--- config.mk ---
export PLATFORM = sky130hd
export DESIGN_NAME = fetch_sequencer
export DESIGN_NICKNAME = d
export VERILOG_FILES = /design/src/rtl/fetch_sequencer.sv
export SDC_FILE = /design/constraint.sdc
export NUM_CORES = 1
export LEC_CHECK = 0
export ABC_AREA = 1
export BUFFER_PORTS_ARGS = -buffer_cell sky130_fd_sc_hd__buf_2
export CORE_ASPECT_RATIO = 1.4
export CORE_MARGIN = 2
export CORE_UTILIZATION = 43
export CTS_CLUSTER_SIZE = 8
export DETAILED_ROUTE_END_ITERATION = 8
export GPL_ROUTABILITY_DRIVEN = 1
export PLACE_DENSITY_LB_ADDON = 0.3
export SLEW_MARGIN = 20
export SYNTH_ARGS = -nofsm -noshare
export SYNTH_HDL_FRONTEND = slang
export SYNTH_SLANG_ARGS = --single-unit
--- constraint.sdc ---
create_clock -name clk -period 1.21 [get_ports clk]
set_clock_uncertainty 0.05 [all_clocks]
set_input_delay 0.3025 -clock clk [delete_from_list [all_inputs] [get_ports clk]]
set_output_delay 0.3025 -clock clk [all_outputs]
set_load 0.005 [all_outputs]
--- src/rtl/fetch_sequencer.sv ---
// ---------------------------------------------------------------------------
// fetch_sequencer
//
// Upstream half of the instruction fetch path. Holds the program counter,
// drives the program ROM address and alternates between a FETCH phase, which
// strobes the fetch register, and an EXECUTE phase, which strobes the
// datapath and accepts jump/halt requests from decode/control. A HALTED
// state parks the sequencer until resume is seen.
//
// Parameters
//   ADDR_W    PC / ROM address width in bits
//   RESET_PC  PC value loaded on reset (must fit in ADDR_W bits)
//
// Ports
//   clk        in   system clock, all state changes on the rising edge
//   reset      in   asynchronous active-low reset
//   enable     in   global run qualifier, 0 freezes PC, state and strobes
//   jump       in   PC load request, sampled only in EXECUTE
//   jump_addr  in   PC target when a jump is taken
//   halt       in   halt request, sampled only in EXECUTE
//   resume     in   leave HALTED, sampled only in HALTED
//   pc_out     out  current PC, wired to the program ROM address
//   fetch_en   out  fetch register enable (FETCH and enable)
//   exec_en    out  execute strobe (EXECUTE and enable)
//   phase      out  0 = FETCH, 1 = EXECUTE or HALTED
//   halted     out  1 while in HALTED
//   state_dbg  out  raw registered state encoding, for observation only
//
// Handshake: there is no valid/ready pairing here. jump, halt and resume are
// level requests consumed on the rising edge of a cycle in which the
// sequencer is in the state that samples them and enable is 1; in any other
// cycle they are ignored and not remembered.
// ---------------------------------------------------------------------------
module fetch_sequencer #(
  parameter int ADDR_W   = 12,
  parameter int RESET_PC = 0
) (
  input  logic              clk,
  input  logic              reset,
  input  logic              enable,
  input  logic              jump,
  input  logic [ADDR_W-1:0] jump_addr,
  input  logic              halt,
  input  logic              resume,
  output logic [ADDR_W-1:0] pc_out,
  output logic              fetch_en,
  output logic              exec_en,
  output logic              phase,
  output logic              halted,
  output logic [1:0]        state_dbg
);

  typedef enum logic [1:0] {
    ST_FETCH   = 2'b00,
    ST_EXECUTE = 2'b01,
    ST_HALTED  = 2'b10
  } state_e;

  localparam logic [ADDR_W-1:0] RESET_PC_V = ADDR_W'(RESET_PC);
  localparam logic [ADDR_W-1:0] PC_ONE     = ADDR_W'(1);

  state_e            state_q, state_d;
  logic [ADDR_W-1:0] pc_q, pc_d;

  // -------------------------------------------------------------------------
  // State and PC registers
  // -------------------------------------------------------------------------
  always_ff @(posedge clk or negedge reset) begin
    if (!reset) begin
      state_q <= ST_FETCH;
      pc_q    <= RESET_PC_V;
    end else begin
      state_q <= state_d;
      pc_q    <= pc_d;
    end
  end

  // -------------------------------------------------------------------------
  // Next-state and next-PC logic
  // -------------------------------------------------------------------------
  always_comb begin
    state_d = state_q;
    pc_d    = pc_q;
    case (state_q)
      ST_FETCH: begin
        // The fetch register captures ROM[pc_q] on this same edge, so the PC
        // may advance now; the addition wraps naturally at 2^ADDR_W.
        if (enable) begin
          pc_d    = pc_q + PC_ONE;
          state_d = ST_EXECUTE;
        end
      end
      ST_EXECUTE: begin
        // jump and halt are independent: both together load the target and
        // park, so resume fetches from the jump target.
        if (enable) begin
          if (jump) begin
            pc_d = jump_addr;
          end
          state_d = halt ? ST_HALTED : ST_FETCH;
        end
      end
      ST_HALTED: begin
        if (enable && resume) begin
          state_d = ST_FETCH;
        end
      end
      default: begin
        // Unused encoding: recover to FETCH on the next edge even if the
        // block is frozen, so a corrupted state cannot persist.
        state_d = ST_FETCH;
      end
    endcase
  end

  // -------------------------------------------------------------------------
  // Moore outputs, gated by enable where the strobe must freeze
  // -------------------------------------------------------------------------
  always_comb begin
    pc_out    = pc_q;
    fetch_en  = (state_q == ST_FETCH) && enable;
    exec_en   = (state_q == ST_EXECUTE) && enable;
    phase     = (state_q != ST_FETCH);
    halted    = (state_q == ST_HALTED);
    state_dbg = state_q;
  end

endmodule

### After elaboration in Yosys (flattened, before gate mapping)

Index checks and enable logic that the tools add are counted.

* register bits: 14
* bits of input ports: 18
* output and inout bits: 18
* word-level logic and storage cells: 26

* $add $sub $neg: 1
* equal/unequal tests: 6
* multiplexer cells: 9
* reductions and logical operators: 8

Operator list (count)
* two-way mux 12 bit: 3
* case mux 12 bit (2 select lines): 1
* adder 12 x 1 -> 12 bit (second input constant): 1
* two-way mux 2 bit: 4
* inequality test 2 bit (second input constant): 3
* case mux 2 bit (3 select lines): 1
* AND reduction 4 bit: 1
* nonzero test 2 bit: 2
* logical AND 1 bit: 3
* AND reduction 3 bit: 1
* equality test 2 x 1 -> 1 bit (second input constant): 1
* equality test 2 bit (second input constant): 1
* zero test 2 bit: 1
* inequality test 2 x 1 -> 1 bit (second input constant): 1

### Longest topological paths before layout

* word-level depth: 3
* gate-level depth with buffers: 8
* depth with buffers taken out: 8

### Worst setup path after synthesis

No wires, ideal clock.

* kind: register to register
* from: reg pc_q[1], in the netlist pc_out[1]
* to: reg pc_q[8], in the netlist pc_out[8]
* setup time: 0.116 ns
* data arrival time: 1.170 ns
* data required time: 1.044 ns
* setup slack: -0.126 ns
* cell stages (with the launch flop): 9
* buffers on the path: 0
* period minus slack after synthesis: 1.336 ns
* cell sequence: dfrtp_1 -> ha_1 -> nand3_1 -> nor2_1 -> nand2_1 -> nand2_1 -> nand3_1 -> nand2_1 -> nand2_1

* longest elaborated chain between the ends: 3

RTL lines
* from (decl): line 63 `logic [ADDR_W-1:0] pc_q, pc_d;`
* from (signal assigned): line 74 `pc_q <= pc_d;`
* adder 12 x 1 -> 12 bit: line 89 `pc_d = pc_q + PC_ONE;`
* two-way mux 12 bit: line 88 `if (enable) begin`
* case mux 12 bit (2 select lines): line 84 `case (state_q)`

Every way passes these cells. The select of a mux whose other input is x is not followed.
A chain may end at the register's enable or synchronous reset.

### Worst setup path after layout

* from: reg state_q[1], in the netlist state_dbg[1]
* to: reg pc_q[8], in the netlist pc_out[8]

* longest elaborated chain between the ends: 3
* elaborated cells on any way between the ends: 8
* those cells by class: eq/ne (4); mux (1); reduce/logical (3)

RTL lines
* from (decl): line 62 `state_e state_q, state_d;`
* from (signal assigned): line 73 `state_q <= state_d;`
* equality test 2 x 1 -> 1 bit or zero test 2 bit (tied branches): line 84
* inequality test 2 bit (no source line) or nonzero test 2 bit (tied branches)
* AND reduction 4 bit (no source line)

Several ways; a longest one is shown, not always the timed one.

==> results.md <==
* Run status: complete, but fails checks
* Failing checks: negative setup slack
* Wire length on met3 at 247 µm
* DRC viols at 0
* NetSw at 0.00225 W
* Buf/Inv on CP at 4
* Crit path largest cell delay at 0.40 ns
* Final hold violation count at 0
* Cell Int Power at 0.00288 W
* DR vias at 1340
* Fin. max-slew vios at 0
* Final min period at 1.50 ns
* Syn nets at 153
* Syn avg cell area at 6.89 µm²
* DR vias/cell at 5.56
* Initial drt markers at 62
* Clock power share at 7.0%
* Uppermost layer routed: met4
* #FFs+latches synth at 14
* Fillers at 80
* Share of power burned in combinational logic at 74.8%
* Design Area, Final at 1810 µm²
* Number of diodes at 0
* Initial core utilization at 46.2%
* Post-Syn Area at 923 µm²
* Total grt overflow at 0
* First-pass GRT wire length at 5.87 mm
* Crit path DAT at 1.68 ns
* Max FO, Critical Path at 7
* Static leakage at 0.903 nW
* # port buffers at 35
* Post-DP Area at 1320 µm²
* WL/cell at 16.4 µm
* Register area share after synthesis at 37.9%
* Slew @ Worst Pin at 0.340 ns
* Switching share of power at 43.9%
* Worst-Skew Late Latency at 0.29 ns
* Top cell by count, worst path: nand2_1
* Total wire length at 3.95 mm
* Core Region at 2000 µm²
* Finished Layout Cells at 241
* Netlist cell types at 26
* Pwr Total at 0.00513 W
* Root Driver: clkbuf_4
* ANT nets after route at 0
* RSZ-0062 raised after global routing: yes
* Ports at 36
* Final setup margin at -0.285 ns
* Cells along the critical path: inv_2 > nand2_4 > buf_4 > a21oi_4 > buf_12 > clkinvlp_4 > nor2_1 > nand2_1 > nand2_1
* Share of cells above drive strength 1 at 56.8%
* Largest cells by area after synthesis: dfrtp_1 38%, nand2_1 14%, nor2_1 9.3%
* Clock Tree Buf Depth at 2
* Wl on met1 at 1.39 mm
* Crit-path leading delay family: buffers and inverters
* Final Net Count at 240
* Syn. warnings at 0
* PwrDens at 2840 nW/µm²
* Initial antenna violation count at 0
* Critical path required time at 1.39 ns
* Drt first pass iters at 4
* Slowest CP cell: dfrtp_1
* Max Freq at 0.669 GHz
* Synth-to-layout area growth at 95.8%
* Worst IR drop on VDD at 2.08 mV
* GRT Overall Usage at 31.2%
* Met2 wirelength from detailed routing at 2.15 mm
* Top cell type's share of synthesized area at 37.9%
* Vias in the first global route at 1299
* Critical Path Start Type: register
* CTS clk-pin slew, worst paths at 0.10 ns
* Setup violations, final at 25
* Die Width at 43.2 µm
* CTS sink cnt at 14
* Final HPWL DP at 2.02 mm
* Die H at 58.8 µm
* Inserted Clock Buffers at 3
* Sequential power share at 18.2%
* Worst slew margin at 77.3%
* Tcrit/Tclk final at 124%
* Gpl congestion at 0.860
* Htree depth at 1
* DIE AREA at 2540 µm²
* Largest net degree at the start of global routing at 15
* Worst hold path type: in2reg
* Max cap viols at 0
* WS Path Type: reg2reg
* Critical Path End Type: register
* Cell row count at 19
* Placed cells at 212
* CTS tree: yes
* Area leader, netlist: dfrtp_1
* Syn Inst Count at 134
[repair_timing]
item | CTS | global route
setup buffers | 19 | 4
pin swaps | 10 | 3
hold endpoints to repair | 14 | 0
hold buffers | 1 | 0
gates resized for setup | 47 | 14
cloned | 1 | 0
setup endpoints to repair | 27 | 29
[synth_stat cells, drive strengths merged]
master,n
a22o,1
o21bai,1
o21ai,8
nand2,37
nand4,1
nor2,25
a21oi,9
or2,2
nand3b,2
nand3,11
a22oi,1
ha,1
o22ai,3
dfrtp,14
inv,15
buf,3
[power groups by stage]
| stage | clock, W | combinational [W] | sequential, W |
|---|---|---|---|
| finish | 0.000361 | 0.00384 | 0.000932 |
| global route | 0.000371 | 0.00409 | 0.000951 |
| CTS | 0.000353 | 0.00334 | 0.000919 |
| detailed placement | 0 | 0.00229 | 0.000934 |
| global placement | 0 | 0.00223 | 0.000922 |
| floorplan | 0 | 0.00112 | 0.000986 |
[final timing paths]
kind	start	endpoint	slack [ns]	depth (start not counted)
max in group asynchronous	reset	pc_out[2]$_DFFE_PN0P_	0.45	2
hold reg to reg	pc_out[10]$_DFFE_PN0P_	pc_out[10]$_DFFE_PN0P_	0.62	3
min in group asynchronous	reset	pc_out[10]$_DFFE_PN0P_	0.38	2
setup reg to reg	state_dbg[1]$_DFFE_PN0P_	pc_out[8]$_DFFE_PN0P_	-0.29	9
setup / recovery	state_dbg[1]$_DFFE_PN0P_	pc_out[8]$_DFFE_PN0P_	-0.29	9
hold / removal	halt	state_dbg[1]$_DFFE_PN0P_	0.19	2
[through the flow]
stage                     setup TNS (ns)  util, %  hold WS [ns]  setup WS [ns]
final                              -4.58     90.5         0.189         -0.285
after global routing               -5.63     90.5         0.181         -0.340
after CTS                          -3.64     86.0         0.185         -0.289
after detailed placement          -0.633     66.1         0.169        -0.0951
after global placement            -0.350     66.1         0.168        -0.0584
after floorplan                   -0.152        -       -0.0431        -0.0634
[layout make-up]
cell class / count / area [µm²] / share of cell area, %
clock buffers: 4 / 36.3 / 2.01
inverters: 15 / 63.8 / 3.53
multi-input cells: 102 / 641 / 35.4
flip-flops and latches: 14 / 353 / 19.5
well taps: 21 / 26.3 / 1.45
repair buffers: 84 / 681 / 37.6
repair inverters: 1 / 7.51 / 0.415
[logic make-up after synthesis]
family	Yosys count	share of synthesized area, %
buf+inv	18	8.67
compound gates	23	15.0
simple gates	78	37.0
fa+ha+maj	1	1.35
flops	14	37.9
[registers in the layout, indices dropped and copies added (netlist names)]
| register | cells |
|---|---|
| state_dbg | 2 |
| pc_out | 12 |
[metal layers]
metal	global-route usage [%]	up-vias
li1	-	604
met1	31.1	640
met2	60.3	76
met3	4.60	20
met4	15.6	0
met5	0	-
[layout by cell type (no fill, tap or decap), drive strengths merged, types with 2 or more instances in the layout]
master / n
nand3: 11
nor2: 25
o22ai: 3
clkbuf: 4
o21ai: 8
a21oi: 9
nand2: 37
dfrtp: 14
inv: 15
or2: 2
buf: 83
nand3b: 2
No activity file was read; power rests on OpenSTA's default activity.
